--- config.mk ---
export PLATFORM = sky130hd
export DESIGN_NAME = verlet_node_p
export DESIGN_NICKNAME = d
export VERILOG_FILES = /design/src/rtl/verlet_node_p.sv
export SDC_FILE = /design/constraint.sdc
export NUM_CORES = 1
export LEC_CHECK = 0
export ABC_AREA = 1
export BUFFER_PORTS_ARGS = -buffer_cell sky130_fd_sc_hd__clkbuf_2
export CORE_MARGIN = 4
export CORE_UTILIZATION = 27
export CTS_BUF_LIST = sky130_fd_sc_hd__clkbuf_8
export DETAILED_ROUTE_END_ITERATION = 8
export PLACE_DENSITY = 0.48
export SYNTH_ARGS = -nofsm -noshare
export SYNTH_HDL_FRONTEND = slang
export SYNTH_SLANG_ARGS = --single-unit
--- constraint.sdc ---
create_clock -name clk -period 4.3 [get_ports clk]
set_input_delay 0.645 -clock clk [delete_from_list [all_inputs] [get_ports clk]]
set_output_delay 0.645 -clock clk [all_outputs]
set_load 0.01 [all_outputs]
--- src/rtl/verlet_node_p.sv ---
// verlet_node_p: one cloth particle (pos + prev pos) with verlet/fix/mouse/nop
// commands. Ports: clk, reset, start/cmd/pin_en/fix_*/mouse_* in, out_*/busy/done out.
module verlet_node_p #(
  parameter int WIDTH      = 32,
  parameter int INIT_X     = 200,
  parameter int INIT_Y     = 10,
  parameter int GRAVITY    = 1,
  parameter int DAMP_SHIFT = 0,
  parameter int X_MAX      = 639,
  parameter int Y_MAX      = 479,
  parameter int GRAB_R     = 8
) (
  input  logic             clk,
  input  logic             reset,
  input  logic             start,
  input  logic [1:0]       cmd,
  input  logic             pin_en,
  input  logic [WIDTH-1:0] fix_x,
  input  logic [WIDTH-1:0] fix_y,
  input  logic [WIDTH-1:0] mouse_x,
  input  logic [WIDTH-1:0] mouse_y,
  input  logic             mouse_down,
  output logic [WIDTH-1:0] out_x,
  output logic [WIDTH-1:0] out_y,
  output logic             busy,
  output logic             done
);

  localparam int EW = WIDTH + 2;
  typedef logic signed [EW-1:0] ew_t;

  localparam ew_t GRAV = ew_t'(GRAVITY);
  localparam ew_t XMAX = ew_t'(X_MAX);
  localparam ew_t YMAX = ew_t'(Y_MAX);
  localparam ew_t GRAB = ew_t'(GRAB_R);

  localparam logic [1:0] CMD_VERLET = 2'b00;
  localparam logic [1:0] CMD_FIX    = 2'b01;
  localparam logic [1:0] CMD_MOUSE  = 2'b10;

  typedef enum logic [1:0] {
    S_IDLE,
    S_EXEC,
    S_WB
  } state_t;

  state_t state_q, state_d;

  logic [1:0]       cmd_q;
  logic             pin_q;
  logic             md_q;
  logic [WIDTH-1:0] fx_q, fy_q;
  logic [WIDTH-1:0] mx_q, my_q;
  logic [WIDTH-1:0] x_q, y_q, px_q, py_q;
  logic [WIDTH-1:0] cx_q, cy_q, cpx_q, cpy_q;
  logic [WIDTH-1:0] cx_d, cy_d, cpx_d, cpy_d;
  logic             done_q;

  function automatic ew_t sx(input logic [WIDTH-1:0] a);
    return {{2{a[WIDTH-1]}}, a};
  endfunction

  function automatic logic oob(input ew_t v, input ew_t hi);
    return v[EW-1] || (v > hi);
  endfunction

  function automatic logic [WIDTH-1:0] clampv(
    input ew_t v,
    input ew_t hi
  );
    if (v[EW-1]) return '0;
    if (v > hi) return hi[WIDTH-1:0];
    return v[WIDTH-1:0];
  endfunction

  always_comb begin
    state_d = state_q;
    unique case (state_q)
      S_IDLE:  if (start) state_d = S_EXEC;
      S_EXEC:  state_d = S_WB;
      S_WB:    state_d = S_IDLE;
      default: state_d = S_IDLE;
    endcase
  end

  ew_t vx, vy, nx, ny;
  ew_t mxe, mye, dx, dy, adx, ady;
  logic grab;

  always_comb begin
    vx  = sx(x_q) - sx(px_q);
    vy  = sy_pos();
    // Damping discards v - (v >>> DAMP_SHIFT); what survives is v >>> DAMP_SHIFT.
    nx  = sx(x_q) + (vx >>> DAMP_SHIFT);
    ny  = sx(y_q) + (vy >>> DAMP_SHIFT) + GRAV;
    mxe = sx(mx_q);
    mye = sx(my_q);
    dx  = mxe - sx(x_q);
    dy  = mye - sx(y_q);
    adx = dx[EW-1] ? -dx : dx;
    ady = dy[EW-1] ? -dy : dy;
    grab = md_q && !pin_q && (adx <= GRAB) && (ady <= GRAB);

    cx_d  = x_q;
    cy_d  = y_q;
    cpx_d = px_q;
    cpy_d = py_q;
    unique case (cmd_q)
      CMD_VERLET: begin
        if (pin_q) begin
          cpx_d = x_q;
          cpy_d = y_q;
        end else begin
          cx_d  = clampv(nx, XMAX);
          cy_d  = clampv(ny, YMAX);
          // A clamped axis gets prev = pos so its velocity dies.
          cpx_d = oob(nx, XMAX) ? cx_d : x_q;
          cpy_d = oob(ny, YMAX) ? cy_d : y_q;
        end
      end
      CMD_FIX: begin
        if (pin_q) begin
          cx_d  = fx_q;
          cy_d  = fy_q;
          cpx_d = fx_q;
          cpy_d = fy_q;
        end
      end
      CMD_MOUSE: begin
        if (grab) begin
          cx_d  = clampv(mxe, XMAX);
          cy_d  = clampv(mye, YMAX);
          cpx_d = cx_d;
          cpy_d = cy_d;
        end
      end
      default: ;
    endcase
  end

  function automatic ew_t sy_pos();
    return sx(y_q) - sx(py_q);
  endfunction

  always_ff @(posedge clk) begin
    if (reset) begin
      state_q <= S_IDLE;
    end else begin
      state_q <= state_d;
    end
  end

  always_ff @(posedge clk) begin
    if (reset) begin
      cmd_q  <= '0;
      pin_q  <= 1'b0;
      md_q   <= 1'b0;
      fx_q   <= '0;
      fy_q   <= '0;
      mx_q   <= '0;
      my_q   <= '0;
      x_q    <= WIDTH'(INIT_X);
      y_q    <= WIDTH'(INIT_Y);
      px_q   <= WIDTH'(INIT_X);
      py_q   <= WIDTH'(INIT_Y);
      cx_q   <= '0;
      cy_q   <= '0;
      cpx_q  <= '0;
      cpy_q  <= '0;
      done_q <= 1'b0;
    end else begin
      done_q <= (state_q == S_WB);
      if (state_q == S_IDLE && start) begin
        cmd_q <= cmd;
        pin_q <= pin_en;
        md_q  <= mouse_down;
        fx_q  <= fix_x;
        fy_q  <= fix_y;
        mx_q  <= mouse_x;
        my_q  <= mouse_y;
      end
      if (state_q == S_EXEC) begin
        cx_q  <= cx_d;
        cy_q  <= cy_d;
        cpx_q <= cpx_d;
        cpy_q <= cpy_d;
      end
      if (state_q == S_WB) begin
        x_q  <= cx_q;
        y_q  <= cy_q;
        px_q <= cpx_q;
        py_q <= cpy_q;
      end
    end
  end

  assign out_x = x_q;
  assign out_y = y_q;
  assign busy  = (state_q != S_IDLE);
  assign done  = done_q;

endmodule

* After elaboration in Yosys (flattened, before gate mapping)
Index checks and enable logic that the tools add are counted.
Operators by class: equal/unequal tests 5, reduce and logical (&&, ||, !) cells 10, $add $sub $neg 9, mux-type cells 66, magnitude comparators 6
Operator list (number):
- 32-bit two-way mux | 30
- 32-bit one-hot mux with 3 select lines | 4
- 32-bit by 32-bit subtractor with 33-bit output | 4
- 32-bit by 33-bit adder with 34-bit output | 2
- 34-bit by 5-bit <= comparator with 1-bit output, second input constant | 2
- 34-bit two-way mux | 2
- 33-bit negation with 34-bit output | 2
- 34-bit by 2-bit adder with 34-bit output, second input constant | 1
- 34-bit by 10-bit greater-than comparator with 1-bit output, second input constant | 1
- 34-bit by 11-bit greater-than comparator with 1-bit output, second input constant | 1
- 32-bit by 10-bit greater-than comparator with 1-bit output, second input constant | 1
- 32-bit by 11-bit greater-than comparator with 1-bit output, second input constant | 1
- 1-bit two-way mux | 28
- 2-bit by 1-bit equality test with 1-bit output, second input constant | 2
- 2-bit equality test, second input constant | 2
- 1-bit logical AND | 4
- 2-bit zero test | 2
- 2-bit one-hot mux with 2 select lines | 1
- 1-bit logical OR | 2
- 2-bit two-way mux | 1
- 2-bit inequality test, second input constant | 1
- 2-bit nonzero test | 1
- 1-bit zero test | 1
Word-level totals: logic and storage cells 113, bits in registers 391, input bits 135, output and inout bits 66

* Logic depth before layout (Yosys ltp)
Gate-level depths: netlist of the first run.
depth after elaboration 15, mapped depth 35, mapped depth without buffers 32

* Least setup slack after synthesis of the first run
No wires, ideal clock.
kind reg2reg, start point reg y_q[1] (netlist: out_y[1]), end point reg cpy_q[12], library setup time 70 ps, slack 565 ps, period minus slack after synthesis 3735 ps, cell stages (with the launch flop) 23, path buffers 1, data required time 4230 ps, arrival time 3665 ps, path through dfxtp_1 > ha_1 > ha_1 > fa_1 > nand3_1 > nand2_1 > nand3_1 > nand2_1 > a21oi_1 > o21ai_0 > xor2_1 > nor2_1 > nand3_1 > nor2_1 > nand3_1 > nand2_1 > nand4_2 > o21ai_1 > buf_2 > nand3_1 > nand3_1 > nand2_1 > a21oi_1
On the way: word-level cells in the longest chain between the ends 13, elaborated cells on any way between the ends 24, those cells by class add/sub (5); order compare (2); mux (15); reduce/logical (2)
RTL lines:
- start, declared | RTL line 54 | logic [WIDTH-1:0] x_q, y_q, px_q, py_q;
- start signal, assigned | RTL line 163 | y_q <= WIDTH'(INIT_Y);
- start signal, assigned | RTL line 190 | y_q <= cy_q;
- 32-bit by 32-bit subtractor with 33-bit output | RTL line 142 | return sx(y_q) - sx(py_q);
- 32-bit by 33-bit adder with 34-bit output | RTL line 95 | ny = sx(y_q) + (vy >>> DAMP_SHIFT) + GRAV;
- 34-bit by 2-bit adder with 34-bit output | RTL line 95
- 34-bit by 10-bit greater-than comparator with 1-bit output | RTL line 64, 72
- 1-bit two-way mux (2 in series) | RTL line 72 | if (v > hi) return hi[WIDTH-1:0];
- 1-bit two-way mux | RTL line 110 | if (pin_q) begin
- 1-bit two-way mux | RTL line 108 | unique case (cmd_q)
- 32-bit two-way mux | RTL line 73 | return v[WIDTH-1:0];
- 32-bit two-way mux | RTL line 72
- 32-bit two-way mux | RTL line 118 | cpy_d = oob(ny, YMAX) ? cy_d : y_q;
- 32-bit two-way mux | RTL line 110
- 32-bit one-hot mux with 3 select lines (*) | RTL line 108
- end signal, assigned | RTL line 186 | cpy_q <= cpy_d;
- end, declared | RTL line 55 | logic [WIDTH-1:0] cx_q, cy_q, cpx_q, cpy_q;
Every way passes the cells marked *; elsewhere a longest branch is shown, timed or not. The select of a mux whose other input is x is not followed. A chain may end at the register's enable or synchronous reset.

* Worst setup path after layout of the first run
start point reg y_q[7] (netlist: out_y[7]), end point reg cy_q[6]
On the way: word-level cells in the longest chain between the ends 12, elaborated cells on any way between the ends 22, those cells by class add/sub (5); order compare (2); mux (14); reduce/logical (1)
RTL lines:
- 32-bit by 32-bit subtractor with 33-bit output | RTL line 142
- 32-bit by 33-bit adder with 34-bit output | RTL line 95
- 34-bit by 2-bit adder with 34-bit output | RTL line 95
- 34-bit by 10-bit greater-than comparator with 1-bit output | RTL line 72
- 1-bit two-way mux (2 in series) | RTL line 72
- 1-bit two-way mux | RTL line 110
- 1-bit two-way mux | RTL line 108
- 32-bit two-way mux | RTL line 73
- 32-bit two-way mux | RTL line 72
- 32-bit two-way mux | RTL line 110
- 32-bit one-hot mux with 3 select lines (*) | RTL line 108
- end signal, assigned | RTL line 184 | cy_q <= cy_d;
- end, declared | RTL line 55
Marked as above.

==> impl_table.tex, run 1 <==
\begin{tabular}{lr}
\hline
Metric & Value \\
\hline
\multicolumn{2}{l}{\textbf{Worst setup path}} \\
\quad Family with the most delay on the worst path & simple AND/OR/NAND/NOR gates \\
\quad Data arrival, critical path & 4710 ps \\
\quad Worst path buffer plus inverter count & 6 \\
\quad Critical path start-end classification & reg -> reg \\
\quad Required time reported for the critical path endpoint & approximately 4900 ps \\
\quad Slack of the worst reg-to-reg path & 210 ps \\
\quad CP Capture Type & flip-flop \\
\quad Crit path max fanout & 8 \\
\quad Crit-path most repeated cell & sky130\_fd\_sc\_hd\_\_nand2\_1 \\
\quad Largest incremental delay on the critical path & 340 ps \\
\quad Slowest cell on crit path & sky130\_fd\_sc\_hd\_\_dfxtp\_1 \\
\quad Crit start category & flip-flop \\
\multicolumn{2}{l}{\textbf{Synth}} \\
\quad FF+latch count, synth & a little under 400 \\
\quad Post-synth top flop & sky130\_fd\_sc\_hd\_\_dfxtp\_1 \\
\quad Post-synth ARST share & 0\% \\
\quad Yosys cell types & 52 \\
\quad Warning count from the yosys run & 0 \\
\quad Post-synthesis net count & 5558 \\
\quad Mean Syn Cell Area & 5.85 um\^{}2 \\
\quad Number of enable flip-flop cells after synthesis & 0 \\
\quad Area of the mapped netlist & 0.0307 mm\^{}2 \\
\quad Syn Inst Count & 5260 \\
\quad Sequential cell area fraction in the yosys report & roughly a quarter \\
\multicolumn{2}{l}{\textbf{GRT}} \\
\quad Total global routing overflow & 0 \\
\quad Vias in the first global route & 32578 \\
\quad Overall fraction of global-route tracks in use & 21.1\% \\
\quad Wire length of the first global-routing pass & 199 mm \\
\quad Antenna violations before repair & 3 \\
\quad Pin count of the biggest net entering global routing & 117 \\
\multicolumn{2}{l}{\textbf{STA}} \\
\quad Worst-Margin Slew & 978 ps \\
\quad Fin crit period & between 4000 and 5000 ps \\
\quad Setup Skew & 52.9 ps \\
\quad Max Fclk & $\sim$0.24 GHz \\
\quad Crit share post-route & 95.2\% \\
\quad Max transition margin & about a third \\
\quad Max-slew violation total from the final report & 0 \\
\quad Total setup violations reported at the end of the flow & 0 \\
\quad Count of final hold-check violations & 0 \\
\multicolumn{2}{l}{\textbf{Clock tree}} \\
\quad Clock sink count & 391 \\
\quad CTS Hold Buffers Added & 0 \\
\quad Buffer type at the clock tree root & sky130\_fd\_sc\_hd\_\_clkbuf\_8 \\
\quad Clock-pin slew reported for the worst setup and hold paths after clock tree synthesis & 60 ps \\
\quad TritonCTS clock tree & yes \\
\quad Bufs on Longest Clock Path & 3 \\
\quad Clk\_lat worst skew & between 700 and 800 ps \\
\quad Total CTS buffers & 77 \\
\quad Max H-tree Level & 3 \\
\multicolumn{2}{l}{\textbf{Power}} \\
\quad Clock share of power & between 20\% and 30\% \\
\quad Fraction of power spent switching nets & 43.8\% \\
\quad Switching pwr & 6140 uW \\
\quad Power density relative to cell area & 378 mW/mm\^{}2 \\
\quad Combinational share of power & 44.7\% \\
\quad Internal power & just under 8000 uW \\
\quad Maximum vdd ir drop & roughly 0.18 mV \\
\quad Sequential power share & 28.6\% \\
\quad Lkg Pwr & 0.0178 uW \\
\quad Total power & 14000 uW \\
\multicolumn{2}{l}{\textbf{Worst hold path}} \\
\quad Min-Delay Path Class & in -> reg \\
\multicolumn{2}{l}{\textbf{Drt}} \\
\quad DR vias/cell & roughly 5 \\
\quad DRT antenna net count & 0 \\
\quad Total length of routed wires & 135 mm \\
\quad 1st-pass router iterations & 5 \\
\quad Detailed-route via count & 35580 \\
\quad Average wire length per cell after detail routing & 19.0 um \\
\quad First-iteration detailed-routing DRC count & between 3000 and 4000 \\
\quad Number of remaining DRC errors & 0 \\
\multicolumn{2}{l}{\textbf{Finish}} \\
\quad Layout cell share with drive strength beyond 1 & 13.4\% \\
\quad Layout-stage area growth over the synthesis result & 20.7\% \\
\quad Post-layout utilization of the core & $\sim$33\% \\
\quad Post-layout net count & 5820 \\
\multicolumn{2}{l}{\textbf{Floorplanning}} \\
\quad Area inside the core boundary & 0.113 mm\^{}2 \\
\quad Count of standard-cell rows & between 100 and 150 \\
\quad IO Pins & 201 \\
\quad Die boundary width & around 350 um \\
\quad Area of the die & about 0.12 mm\^{}2 \\
\quad Initial Util & between 20\% and 30\% \\
\quad Overall die height & 345 um \\
\multicolumn{2}{l}{\textbf{Place}} \\
\quad Final weighted congestion in routability-driven placement & 0.964 \\
\quad DP HPWL & 98.1 mm \\
\quad PortBufs & 200 \\
\multicolumn{2}{l}{\textbf{Status}} \\
\quad Run status & complete, no violations \\
\multicolumn{2}{l}{\textbf{Flow run}} \\
\quad Max-capacitance violation count & 0 \\
\hline
\end{tabular}
==> path summary, 6_finish.rpt <==
check                           startpoint   endpoint  depth (start not counted)
worst max-delay path              out_y[7]    cy_q[6]                         28
worst min-delay path             fix_x[25]   fx_q[25]                          3
worst max register to register    out_y[7]    cy_q[6]                         28
worst min register to register   cpy_q[29]  cpy_q[29]                          2
==> power by group through the flow <==
stage / combinational (uW) / sequential [uW] / clock (uW)
final: 6270 / 4010 / 3760
after global routing: 6980 / 4030 / 4020
after CTS: 5890 / 3990 / 3880
after detailed placement: 5860 / 4070 / 0
after global placement: 5880 / 4070 / 0
after floorplan: 3970 / 4020 / 0
==> worst min-delay path, stage by stage <==
cell	delay, ps
sky130_fd_sc_hd__clkbuf_2	70
sky130_fd_sc_hd__o21ai_0	70
sky130_fd_sc_hd__nor2_1	80
==> routing by layer <==
metal	global-route usage, %	wire (um)	up-vias
met5	0	0	-
li1	-	-	17725
met2	32.3	57900	1184
met3	3.72	9540	164
met4	5.18	2960	0
met1	30.4	64200	16507
==> placed cells by master, fill, tap and decap left out, types with 10 or more instances in the layout <==
cell and instances:
sky130_fd_sc_hd__buf_4 191, sky130_fd_sc_hd__nand2_1 1524, sky130_fd_sc_hd__dfxtp_1 386, sky130_fd_sc_hd__ha_1 114, sky130_fd_sc_hd__clkbuf_8 90, sky130_fd_sc_hd__a31oi_1 52
sky130_fd_sc_hd__xor2_1 35, sky130_fd_sc_hd__o21a_1 26, sky130_fd_sc_hd__ha_4 33, sky130_fd_sc_hd__nor3_1 24, sky130_fd_sc_hd__nor2_1 493, sky130_fd_sc_hd__a21o_1 14
sky130_fd_sc_hd__o21ai_1 18, sky130_fd_sc_hd__nor4_1 14, sky130_fd_sc_hd__inv_2 27, sky130_fd_sc_hd__o21bai_1 13, sky130_fd_sc_hd__ha_2 12, sky130_fd_sc_hd__nand3_2 18
sky130_fd_sc_hd__a21oi_2 11, sky130_fd_sc_hd__a21oi_1 535, sky130_fd_sc_hd__a221oi_1 37, sky130_fd_sc_hd__clkbuf_2 199, sky130_fd_sc_hd__xnor2_1 21, sky130_fd_sc_hd__nor2_2 40
sky130_fd_sc_hd__o211ai_1 13, sky130_fd_sc_hd__nand2_4 10, sky130_fd_sc_hd__nand4_1 32, sky130_fd_sc_hd__buf_12 15, sky130_fd_sc_hd__nand3_1 396, sky130_fd_sc_hd__o21ai_0 446
sky130_fd_sc_hd__nand3b_1 19, sky130_fd_sc_hd__nor2_4 11, sky130_fd_sc_hd__nand2_2 25, sky130_fd_sc_hd__inv_1 577
==> cells in the mapped netlist, types with 13 or more instances <==
cell type                  number  share of area [%]
sky130_fd_sc_hd__nand4_1       32               0.65
sky130_fd_sc_hd__nand2_1     1549                 19
sky130_fd_sc_hd__a21o_1        14               0.34
sky130_fd_sc_hd__xnor2_1       21               0.60
sky130_fd_sc_hd__a221oi_1      37                1.1
sky130_fd_sc_hd__o211ai_1      13               0.32
sky130_fd_sc_hd__a31oi_1       52                1.1
sky130_fd_sc_hd__nand3b_1      19               0.46
sky130_fd_sc_hd__nor3_1        27               0.44
sky130_fd_sc_hd__o21ai_0      454                7.4
sky130_fd_sc_hd__buf_2         14               0.23
sky130_fd_sc_hd__nor2_1       530                6.5
sky130_fd_sc_hd__clkbuf_1     206                2.5
sky130_fd_sc_hd__ha_1         159                6.5
sky130_fd_sc_hd__a21oi_1      547                8.9
sky130_fd_sc_hd__dfxtp_1      391                 25
sky130_fd_sc_hd__xor2_1        35                1.0
sky130_fd_sc_hd__o21bai_1      13               0.32
sky130_fd_sc_hd__o21a_1        26               0.63
sky130_fd_sc_hd__nor2_2        13               0.26
sky130_fd_sc_hd__inv_1        577                7.0
sky130_fd_sc_hd__nor4_1        14               0.28
sky130_fd_sc_hd__nand3_1      413                6.7
==> timing repair <==
item,4_1_cts,5_1_grt
gates resized for setup,2,216
cloned,0,13
endpoints found under the setup margin,6,128
pin swaps,0,20
setup buffers,0,9
==> cell type report <==
type / instances / area (um^2)
Antenna cell: 2 / 5.00
Clock buffer: 90 / 1240
Clock inverter: 34 / 208
Fill cell: 12586 / 75700
Inverter: 591 / 2240
Multi-Input combinational cell: 4039 / 20600
Sequential cell: 391 / 7840
Tap cell: 1500 / 1880
Timing Repair Buffer: 421 / 3070
Timing Repair inverter: 1 / 5.00
==> metrics by stage <==
| step | area [um^2] | setup TNS [ps] | setup slack, ps | instances | hold WS (ps) |
|---|---|---|---|---|---|
| global route | 37100 | -1750 | -46.3 | 7068 | 144 |
| detailed placement | 34400 | -85.9 | -43.7 | 6921 | 452 |
| floorplan | 30700 | 0 | 565 | 5260 | 430 |
| global placement | 34400 | -81.2 | -40.0 | 6921 | 448 |
| CTS | 35900 | 0 | 10.5 | 7045 | 98.7 |
| finish | 37100 | 0 | 206 | 7069 | 166 |
==> logic make-up after synthesis <==
group                      share of synthesized area, %
and+or+nand+nor                                    35.0
DFF                                                25.5
buffers and inverters                              10.4
adders and majority gates                          6.73
muxes                                            0.0366
xor gates and xnor gates                           1.60
AOI/OAI and AO/OA                                  20.8
==> flip-flops by register name, indices dropped and copies added (netlist names), 32 cells and up <==
signal / count
out_x: 32
fy_q: 32
fx_q: 32
cpx_q: 32
my_q: 32
out_y: 32
cx_q: 32
cpy_q: 32
py_q: 32
mx_q: 32
px_q: 32
cy_q: 32
Note: power is estimated with default switching activity, not from simulation.
==> run 2, diff against run 1 <==
--- a/config.mk
+++ b/config.mk
@@ -10,6 +10,7 @@
 export CORE_MARGIN = 4
 export CORE_UTILIZATION = 27
 export CTS_BUF_LIST = sky130_fd_sc_hd__clkbuf_8
+export CTS_CLUSTER_SIZE = 12
 export DETAILED_ROUTE_END_ITERATION = 8
 export PLACE_DENSITY = 0.48
 export SYNTH_ARGS = -nofsm -noshare
==> constraint.sdc (replaced) <==
create_clock -name clk -period 5.3 [get_ports clk]
set_input_delay 0.795 -clock clk [delete_from_list [all_inputs] [get_ports clk]]
set_output_delay 0.795 -clock clk [all_outputs]
set_load 0.01 [all_outputs]
==> run 2 against run 1 <==
Cell area shrank 5.8%. Die area is the same. Utilization shrank 1.9 points. Setup slack gained 330 ps. Final cell count shrank 2.0%. Clock power shrank 13%. Highest routed layer is now met5. Total power shrank 21%. Flip-flop and latch count is the same. Routed wire length shrank 3.6%. Via count shrank 2.3%. Largest cell class unchanged. Hold slack gained 160 ps. Largest power group unchanged.
==> impl_table.tex, run 2 (same netlist as run 1, synthesis figures left out) <==
\begin{tabular}{lr}
\hline
Metric & Value \\
\hline
\multicolumn{2}{l}{\textbf{Status}} \\
\quad Run status & complete, no violations \\
\multicolumn{2}{l}{\textbf{Worst setup path}} \\
\quad Required time reported for the critical path endpoint & approximately 5900 ps \\
\quad Critical path start-end classification & reg -> reg \\
\quad Crit path max fanout & 117 \\
\quad CP Capture Type & flip-flop \\
\quad Crit start category & flip-flop \\
\quad Slack of the worst reg-to-reg path & 540 ps \\
\quad Data arrival, critical path & 5370 ps \\
\multicolumn{2}{l}{\textbf{Drt}} \\
\quad Total length of routed wires & about 130 mm \\
\quad 1st-pass router iterations & 6 \\
\quad First-iteration detailed-routing DRC count & 3027 \\
\quad DRT antenna net count & 0 \\
\quad Number of remaining DRC errors & 0 \\
\quad Detailed-route via count & about 35000 \\
\quad Average wire length per cell after detail routing & 18.7 um \\
\quad DR vias/cell & 5.02 \\
\multicolumn{2}{l}{\textbf{GRT}} \\
\quad Antenna violations before repair & 2 \\
\quad Total global routing overflow & 0 \\
\quad Overall fraction of global-route tracks in use & approximately a fifth \\
\quad Wire length of the first global-routing pass & 196 mm \\
\quad Vias in the first global route & 32313 \\
\quad Pin count of the biggest net entering global routing & 148 \\
\multicolumn{2}{l}{\textbf{Finish}} \\
\quad Most used cells in the layout excluding fill and tap cells & 1547 x sky130\_fd\_sc\_hd\_\_nand2\_1, 594 x sky130\_fd\_sc\_hd\_\_inv\_1, 547 x sky130\_fd\_sc\_hd\_\_a21oi\_1 \\
\quad Most common library cell in the layout ignoring fill and taps & sky130\_fd\_sc\_hd\_\_nand2\_1 \\
\quad Layout-stage area growth over the synthesis result & 13.6\% \\
\quad Post-layout utilization of the core & 31.0\% \\
\quad Post-layout net count & 5670 \\
\quad Layout cell share with drive strength beyond 1 & 8.28\% \\
\multicolumn{2}{l}{\textbf{Clock tree}} \\
\quad Bufs on Longest Clock Path & 3 \\
\quad Clock-pin slew reported for the worst setup and hold paths after clock tree synthesis & 70 ps \\
\quad Total CTS buffers & 79 \\
\quad Max H-tree Level & 3 \\
\quad Total setup buffers inserted after CTS & 0 \\
\quad TritonCTS clock tree & yes \\
\quad CTS Hold Buffers Added & 0 \\
\quad Clock sink count & 391 \\
\quad Buffer type at the clock tree root & sky130\_fd\_sc\_hd\_\_clkbuf\_8 \\
\quad Clk\_lat worst skew & 730 ps \\
\multicolumn{2}{l}{\textbf{STA}} \\
\quad Max-slew violation total from the final report & 0 \\
\quad Max transition margin & 19.3\% \\
\quad Total setup violations reported at the end of the flow & 0 \\
\quad Crit share post-route & 89.9\% \\
\quad RSZ-0062 raised after global routing & false \\
\quad Setup Skew & around 50 ps \\
\quad Max Fclk & 0.210 GHz \\
\quad Final setup TNS & 0 ps \\
\quad Count of final hold-check violations & 0 \\
\quad Worst-Margin Slew & 1200 ps \\
\quad Fin crit period & 4760 ps \\
\multicolumn{2}{l}{\textbf{Floorplanning}} \\
\quad Initial Util & 27.3\% \\
\quad Area of the die & 0.119 mm\^{}2 \\
\quad Count of standard-cell rows & 123 \\
\quad Area inside the core boundary & 0.113 mm\^{}2 \\
\quad IO Pins & 201 \\
\quad Die boundary width & 345 um \\
\quad Overall die height & 345 um \\
\multicolumn{2}{l}{\textbf{Power}} \\
\quad Maximum vdd ir drop & 0.149 mV \\
\quad Power density relative to cell area & 318 mW/mm\^{}2 \\
\quad Sequential power share & between 20 and 30\% \\
\quad Combinational share of power & between 40 and 50\% \\
\quad Lkg Pwr & 0.0169 uW \\
\quad Fraction of power spent switching nets & 43.8\% \\
\quad Switching pwr & 4870 uW \\
\quad Internal power & $\sim$6300 uW \\
\quad Clock share of power & between 20 and 30\% \\
\multicolumn{2}{l}{\textbf{Place}} \\
\quad DP HPWL & about 95 mm \\
\quad PortBufs & 200 \\
\quad Final weighted congestion in routability-driven placement & 0.939 \\
\multicolumn{2}{l}{\textbf{Worst hold path}} \\
\quad Min-Delay Path Class & in -> reg \\
\multicolumn{2}{l}{\textbf{Flow run}} \\
\quad Max-capacitance violation count & 0 \\
\hline
\end{tabular}
[run 2: changes by cell type in the layout (fill, tap and decap cells not counted), sizes merged]
cell and change:
buf -142, bufinv +1, clkbuf -2, clkinv -3, clkinvlp +2, diode +1
inv +1
[run 2: worst paths after layout]
kind,from,to,cells after the start
hold reg to reg,cpx_q[4],cpx_q[4],2
hold / removal,mouse_x[30],mx_q[30],3
setup / recovery,out_y[12],cx_q[1],27
setup reg to reg,out_y[12],cx_q[1],27
[run 2: routing by layer]
metal  up-vias  part of all wire (%)  track usage (%)
li1      17427                     -                -
met1     16112                    48             29.4
met2      1026                    42             31.6
met3       183                   7.0             4.10
met4         2                   2.9             6.70
met5         -                 0.010                0
[run 2: power groups by stage]
stage	clock, uW	combinational [uW]	sequential (uW)
2_1_floorplan	0	3220	3260
3_3_place_gp	0	4520	3320
3_5_place_dp	0	4510	3320
4_1_cts	3410	4540	3260
5_1_grt	3510	5160	3280
6_report	3280	4580	3260
[run 2: cell type report]
| class | count | area (um^2) |
|---|---|---|
| Timing Repair Buffer | 270 | 1640 |
| Fill cell | 12676 | 77900 |
| Multi-Input combinational cell | 4039 | 19800 |
| Clock inverter | 36 | 240 |
| Inverter | 591 | 2240 |
| Clock buffer | 97 | 1340 |
| Tap cell | 1500 | 1880 |
| Sequential cell | 391 | 7830 |
| Antenna cell | 3 | 7.51 |
[run 2: per-stage QoR]
step / instances / area [um^2] / setup slack [ps] / hold WS [ps] / power (uW)
detailed placement: 6791 / 33400 / 446 / 452 / 7830
CTS: 6924 / 34900 / 430 / 222 / 11200
global route: 6925 / 34900 / 87.6 / 309 / 11900
global placement: 6791 / 33400 / 352 / 448 / 7840
finish: 6927 / 34900 / 537 / 321 / 11100
floorplan: 5260 / 30700 / 1560 / 430 / 6480
[run 2: repair_timing]
item,in CTS,in global routing
hold endpoints to repair,0,0
gates resized for setup,0,2
endpoints found under the setup margin,0,10
[run 2: worst max-delay path, cell delays in order, from the launching register on]
cell,delay [ps]
sky130_fd_sc_hd__dfxtp_1,510
sky130_fd_sc_hd__inv_1,190
sky130_fd_sc_hd__ha_1,500
sky130_fd_sc_hd__nand2_1,140
sky130_fd_sc_hd__nor2_1,240
sky130_fd_sc_hd__inv_1,100
sky130_fd_sc_hd__nor2_1,150
sky130_fd_sc_hd__nand2_1,90
sky130_fd_sc_hd__nand2_1,80
sky130_fd_sc_hd__nand2_1,70
sky130_fd_sc_hd__nand3_1,130
sky130_fd_sc_hd__nand2_2,180
sky130_fd_sc_hd__inv_4,310
sky130_fd_sc_hd__nand3_1,110
sky130_fd_sc_hd__o21ai_1,190
sky130_fd_sc_hd__nor2_1,100
sky130_fd_sc_hd__nand2_1,70
sky130_fd_sc_hd__nor2_1,40
sky130_fd_sc_hd__nand2_1,50
sky130_fd_sc_hd__nor2_1,40
sky130_fd_sc_hd__nand2_1,60
sky130_fd_sc_hd__nor2_2,50
sky130_fd_sc_hd__nand3_4,100
sky130_fd_sc_hd__buf_12,470
sky130_fd_sc_hd__inv_2,230
sky130_fd_sc_hd__nand2_1,110
sky130_fd_sc_hd__nand3_1,80
sky130_fd_sc_hd__o21a_1,170
